## src/rtl/irq_ctrl_8.sv

```systemverilog
// 8-line interrupt controller with mask, in-service priority
// and an irq/ack/eoi handshake towards the control unit.
module irq_ctrl_8 #(
    parameter logic [7:0] EDGE_LINES = 8'h00
) (
    input  logic       clk,
    input  logic       reset_n,
    input  logic [7:0] irq_in,
    input  logic       mask_wr,
    input  logic [7:0] mask_data,
    output logic [7:0] mask,
    output logic       irq,
    input  logic       ack,
    output logic [3:0] vector,
    output logic       vector_valid,
    input  logic       eoi,
    output logic [7:0] in_service
);

    typedef enum logic [1:0] {
        S_IDLE,
        S_REQ,
        S_ACK
    } state_t;

    state_t     r_state;
    logic [7:0] r_irq_q;
    logic [7:0] r_pend;
    logic [7:0] r_mask;
    logic [7:0] r_isv;
    logic [3:0] r_vector;

    logic [7:0] w_pending;
    logic [7:0] w_isv_low;
    logic [7:0] w_hp;
    logic [7:0] w_elig;
    logic [7:0] w_rise;
    logic [7:0] w_ack_set;
    logic [7:0] w_isv_eoi;
    logic [3:0] w_win;
    logic       w_take;

    // Edge lines use the latch, level lines follow the synchronised input.
    assign w_pending = (r_pend & EDGE_LINES) | (r_irq_q & ~EDGE_LINES);

    // Lowest set in-service bit minus one gives the strictly-higher mask;
    // with nothing in service the subtraction wraps to all ones.
    assign w_isv_low = r_isv & (~r_isv + 8'd1);
    assign w_hp      = w_isv_low - 8'd1;
    assign w_elig    = w_pending & ~r_mask & w_hp;

    assign w_rise    = irq_in & ~r_irq_q & EDGE_LINES;
    assign w_take    = (r_state == S_REQ) && ack && (w_win != 4'd0);
    assign w_isv_eoi = eoi ? (r_isv & (r_isv - 8'd1)) : r_isv;

    // Priority encoder: lowest eligible index wins, code = index + 1.
    always_comb begin
        w_win = 4'd0;
        for (int i = 7; i >= 0; i--) begin
            if (w_elig[i]) begin
                w_win = 4'(i + 1);
            end
        end
    end

    // One-hot of the line being acknowledged this cycle.
    always_comb begin
        w_ack_set = 8'h00;
        if (w_take) begin
            w_ack_set[3'(w_win - 4'd1)] = 1'b1;
        end
    end

    // Input sampling register.
    always_ff @(posedge clk or negedge reset_n) begin
        if (!reset_n) begin
            r_irq_q <= 8'h00;
        end else begin
            r_irq_q <= irq_in;
        end
    end

    // Edge latch: a new rising edge beats an ack clear of the same line.
    always_ff @(posedge clk or negedge reset_n) begin
        if (!reset_n) begin
            r_pend <= 8'h00;
        end else begin
            r_pend <= ((r_pend & ~w_ack_set) | w_rise) & EDGE_LINES;
        end
    end

    // Mask register, all lines masked out of reset.
    always_ff @(posedge clk or negedge reset_n) begin
        if (!reset_n) begin
            r_mask <= 8'hFF;
        end else if (mask_wr) begin
            r_mask <= mask_data;
        end
    end

    // In-service bits: eoi clears the lowest one, then ack sets its line.
    always_ff @(posedge clk or negedge reset_n) begin
        if (!reset_n) begin
            r_isv <= 8'h00;
        end else begin
            r_isv <= w_isv_eoi | w_ack_set;
        end
    end

    // Handshake FSM; the vector is captured at the ack edge.
    always_ff @(posedge clk or negedge reset_n) begin
        if (!reset_n) begin
            r_state  <= S_IDLE;
            r_vector <= 4'd0;
        end else begin
            case (r_state)
                S_IDLE: begin
                    if (w_win != 4'd0) begin
                        r_state <= S_REQ;
                    end
                end
                S_REQ: begin
                    if (ack) begin
                        r_state  <= S_ACK;
                        r_vector <= w_win;
                    end else if (w_win == 4'd0) begin
                        r_state <= S_IDLE;
                    end
                end
                S_ACK: begin
                    r_state <= S_IDLE;
                end
                default: begin
                    r_state <= S_IDLE;
                end
            endcase
        end
    end

    assign irq          = (r_state == S_REQ);
    assign vector_valid = (r_state == S_ACK);
    assign vector       = r_vector;
    assign mask         = r_mask;
    assign in_service   = r_isv;

endmodule

```

## config.mk

```make
export PLATFORM = sky130hd
export DESIGN_NAME = irq_ctrl_8
export DESIGN_NICKNAME = d
export VERILOG_FILES = /design/src/rtl/irq_ctrl_8.sv
export SDC_FILE = /design/constraint.sdc
export NUM_CORES = 1
export LEC_CHECK = 0
export ABC_CLOCK_PERIOD_IN_PS = 5000
export CAP_MARGIN = 20
export CORE_ASPECT_RATIO = 1.5
export CORE_UTILIZATION = 49
export CTS_CLUSTER_DIAMETER = 60
export DETAILED_ROUTE_END_ITERATION = 7
export PLACE_DENSITY = 0.81
export SYNTH_ARGS = -nofsm -noshare
export SYNTH_HDL_FRONTEND = slang
export SYNTH_SLANG_ARGS = --single-unit
```

## constraint.sdc

```tcl
create_clock -name clk -period 5 [get_ports clk]
set_input_delay 1.25 -clock clk [delete_from_list [all_inputs] [get_ports clk]]
set_output_delay 1.25 -clock clk [all_outputs]
set_load 0.03 [all_outputs]
```

Word level (Yosys, flattened, before mapping) --
Index checks and enable logic that the tools add are counted. Widths: inputs -> output; s select.
Storage, ports and cells: flip-flop bits (word level) 30
Operators by class: multiplexer cells 16, equal/unequal tests 4, $add $sub $neg 4, reduce and logical (&&, ||, !) cells 8, bitwise gates (word level) 7, $lt $le $gt $ge 2
Operators with widths (number):
- $and 8x8->8 | 4
- $mux 4 | 8
- $mux 8 | 2
- $not 8->8 | 2
- $sub 8x1->8 const B | 2
- $add 8x1->8 const B | 1
- $or 8x8->8 | 1
- $mux 2 | 3
- $logic_not 4->1 | 1
- $lt 3x4->1 const B | 1
- $pmux 2 s2 | 1
- $reduce_and 2->1 | 2
- $reduce_bool 4->1 | 1
- $demux 1 s3 | 1
- $ge 3x1->1 const B | 1
- $logic_and 1x1->1 | 3
- $ne 3x1->1 const B | 1
- $sub 3x1->3 const B | 1
- $eq 2x1->1 const B | 1
- $eq 2x2->1 const B | 1
- $logic_not 2->1 | 1
- $ne 2x2->1 const B | 1
- $mux 1 | 1

Longest topological paths before layout --
word-level depth 20, depth in mapped cells 8, depth with buffers taken out 8

Worst setup path before layout --
No wires, ideal clock.
path kind register to register, start register r_isv[1], in the netlist in_service[1], end register r_isv[4], in the netlist in_service[4], period minus slack after synthesis 2.434 ns, required time 4.868 ns, setup time 0.132 ns, arrival 2.303 ns, slack 2.566 ns, stages on the path, launching flop included 9, buffers on the path 0, cell sequence dfrtp_1 -> or4_4 -> or2_4 -> and3_2 -> o21ai_2 -> ha_1 -> o31ai_1 -> o211ai_2 -> o21ai_0
Between the ends: longest elaborated chain between the ends 19
RTL lines:
- from (decl) | RTL line 30 | logic [7:0] r_isv;
- from (signal assigned) | RTL line 106 | r_isv <= w_isv_eoi | w_ack_set;
- $not 8->8 | RTL line 48 | assign w_isv_low = r_isv & (~r_isv + 8'd1);
- $add 8x1->8 | RTL line 48
- $and 8x8->8 | RTL line 48
- $sub 8x1->8 | RTL line 49 | assign w_hp = w_isv_low - 8'd1;
- $and 8x8->8 | RTL line 50 | assign w_elig = w_pending & ~r_mask & w_hp;
- $mux 4 (7 in series) | RTL line 60 | if (w_elig[i]) begin
- $sub 3x1->3 | RTL line 70 | w_ack_set[3'(w_win - 4'd1)] = 1'b1;
- $lt 3x4->1 (implied by the code) or $ge 3x1->1 (tied branches) | RTL line 70
- $logic_and 1x1->1 (implied by the code) | RTL line 70
- $mux 1 (implied by the code) | RTL line 70
- $demux 1 s3 | RTL line 70
- $mux 8 | RTL line 69 | if (w_take) begin
- $or 8x8->8 * | RTL line 106
Every way passes the cells marked *; elsewhere a longest branch is shown, timed or not. A chain may end at the register's enable or synchronous reset.

Final worst setup path --
start register r_state[0], end output port irq
Between the ends: longest elaborated chain between the ends 1
RTL lines:
- from (decl) | RTL line 26 | state_t r_state;
- from (signal assigned) | RTL line 113 | r_state <= S_IDLE;
- from (signal assigned) | RTL line 119 | r_state <= S_REQ;
- from (signal assigned) | RTL line 124 | r_state <= S_ACK;
- $eq 2x1->1 | RTL line 140 | assign irq = (r_state == S_REQ);
- to (decl) | RTL line 12 | output logic irq,
No other way between the ends.

==> out/qor.yml <==
setup_path:
  crit_type: "reg2out"
  worstRegToRegCells: 7
  required_ns: 3.75
  slowest_delay_ns: 0.69
  crit_chain: "nor2b_1 -> clkdlybuf4s50_1"
  endpoint_kind: "output port"
  slowest_stage: "clkdlybuf4s50_1"
  worst-path-stages: 2
  crit_path_start_kind: "flip-flop"
  crit_buf_inv: 1
  path_delay_family: "buffers and inverters"
  worstPathArrival_ns: 1.54
  crit_path_max_fanout: 4
synth:
  synthFlopType: "dfrtp_1"
  synth_edf_count: 0
  synth_compound_area_share_pct: 17.46
  synth.avg_cell_area_um2: 11.82
  synth_top_family_by_area: "simple AND/OR/NAND/NOR gates"
  ys_seq_area_share_pct: 53.62
  ys_seq_elements: 30
  yosys.area_share.xor_xnor_pct: 1.146
  synthSimpleGateAreaFrac_pct: 17.90
  synth_area_um2: 1419
  synth_nets: 142
  ys_types: 39
  postSynthCellCount: 120
  synthArstFlopShare_pct: 100.0
  synthAdderAreaFrac_pct: 0.8818
  yosys_warnings: 0
  synth.mux.area_fraction_pct: 7.143
detailed_routing:
  vias: 1128
  drt-vias-per-instance: 5.502
  avgRoutedWirePerCell_um: 15.88
  routed_wl_mm: 3.255
  ant_nets: 0
  drc: 0
  firstDrtPassIters: 4
  drt_iter0_drc: 14
placed_design:
  gp_congestion: 0.8418
  dpl-instance-area_um2: 1886
  io_buffers: 42
  dpl_worst_slack_ns: 2.201
  hpwl_mm: 2.515
hold_path:
  min_path_type: "reg2reg"
  holdPathStages: 2
power_and_ir_drop:
  totalPowerFinal_mw: 1.178
  p_leak_nw: 0.8341
  peakVddDrop_mv: 0.3127
  p_per_area_nw_per_um2: 597.6
clocking:
  htreeDepth: 2
  numCtsBuffers: 5
  postCtsHoldBufs: 0
  postCtsSetupBuffers: 0
  clock_sinks: 30
  clock_latency_ns: 0.29
  tritoncts: "done"
  cts-root-buf: "clkbuf_8"
  clockBufferDepth: 2
  clkSlewWorstSetupHoldPaths_ns: 0.06
  post_cts_resized: 0
die:
  die_area_um2: 3119
  dieWidth_um: 45.94
  core_um2: 2705
  die_y_um: 67.91
  start_util_pct: 52.45
  rows: 23
  io_pins: 43
global_route:
  grtUsageTotal_pct: 25.28
  grt_pass1_vias: 1186
  grt_pass1_wl_mm: 5.478
  grt_max_degree: 31
  antenna_found_initial: 0
  overflow: 0
final_layout:
  antenna_cells: 0
  synthToLayoutAreaGrowth_pct: 38.98
  nets: 190
  final_common_cell: "clkdlybuf4s50_1"
  regArea_um2: 760.7
  layout-drive-gt1-share_pct: 24.40
  final_cell_mix: "clkdlybuf4s50_1 (42), dfrtp_1 (22), nand2_1 (13), o21ai_0 (10), mux2_2 (9)"
  final_area_um2: 1972
  multiInputGateArea_um2: 631.9
  n_fill_cell: 223
timing:
  rsz0062_at_grt: "false"
  skew_ns: 0.007480
  fin_crit_ns: 2.792
  finalHoldViolations: 0
  post-route-period-util_pct: 55.83
  layout_setup_ws_ns: 2.208
  setup_tns_ns: 0
  drv_slew: 0
  max_slew_margin_pct: 68.89
  fmax_mhz: 358.2
  tightest_slew_ns: 0.4628
  setup_viol: 0
job:
  drv_cap: 0
status:
  outcome: "complete, no violations"
[worst min-delay path, delay by kind of cell, from the launching register on]
| kind | cells | cell delay, ns |
|---|---|---|
| flops | 1 | 0.34 |
| compound gates | 1 | 0.06 |
| simple gates | 1 | 0.04 |
[sequential cells by signal, indices dropped and copies added, names as in the netlist]
name / flops
in_service: 8
mask: 8
r_irq_q: 8
r_state: 2
vector: 4
[logic make-up (layout without fill, tap and decap cells)]
logic type,Yosys count,in the layout
muxes,9,9
DFF,30,30
buffers and inverters,7,55
AOI/OAI and AO/OA,30,30
adders and majority gates,1,1
xor gates and xnor gates,1,1
and+or+nand+nor,42,42
[where the power goes]
group | switching (mW) | internal (mW) | leakage [nW] | total [mW]
clock | 0.0850 | 0.109 | 0.0443 | 0.194
sequential | 0.0578 | 0.300 | 0.365 | 0.358
combinational | 0.367 | 0.260 | 0.425 | 0.627
total | 0.509 | 0.669 | 0.834 | 1.18
[path summary, 6_finish.rpt]
kind | start | to | slack (ns)
worst max register to register | in_service[1] | in_service[5] | 2.40
worst max-delay path | r_state[0] | irq | 2.21
worst min-delay path | vector[1] | vector[1] | 0.47
worst min register to register | vector[1] | vector[1] | 0.47
min in group asynchronous | reset_n | r_state[0] | 1.35
max in group asynchronous | reset_n | mask[0] | 3.34
[cells in the mapped netlist (2+ instances only)]
library cell	count	area, um^2
dfstp_2	8	210.2
inv_1	5	18.77
nor3_1	2	10.01
dfrtp_1	22	550.5
nand2b_1	3	18.77
or3b_2	2	17.52
mux2_2	9	101.4
o21ai_0	10	50.05
clkbuf_1	2	7.510
nand3_1	3	15.01
nand2_1	13	48.80
nor2_1	2	7.510
a21oi_1	3	15.01
o41ai_2	2	32.53
nor3b_1	2	15.01
or3_1	2	12.51
nor2b_1	4	25.02
o31ai_1	5	37.54
[layout make-up]
class | instances | share of cell area (%)
clock buffer | 7 | 4.378
inverter | 5 | 0.9518
sequential | 30 | 38.58
timing repair buffer | 43 | 21.70
tap | 37 | 2.348
multi-input combinational | 83 | 32.04
[layer usage]
| layer | track usage [%] | share of wire (%) |
|---|---|---|
| met1 | 24.23 | 35 |
| met2 | 45.60 | 56 |
| met5 | 0 | 0 |
| met3 | 7.916 | 5.1 |
| met4 | 13.97 | 3.2 |
[metrics by stage]
| step | std cells | util (%) | hold slack [ns] |
|---|---|---|---|
| after floorplan | 120 | - | 0.4398 |
| after global placement | 198 | 69.70 | 0.4543 |
| after detailed placement | 198 | 69.70 | 0.4693 |
| after CTS | 205 | 72.90 | 0.4831 |
| after global routing | 205 | 72.90 | 0.4988 |
| final | 205 | 72.90 | 0.4742 |
No activity file was read; power rests on OpenSTA's default activity.
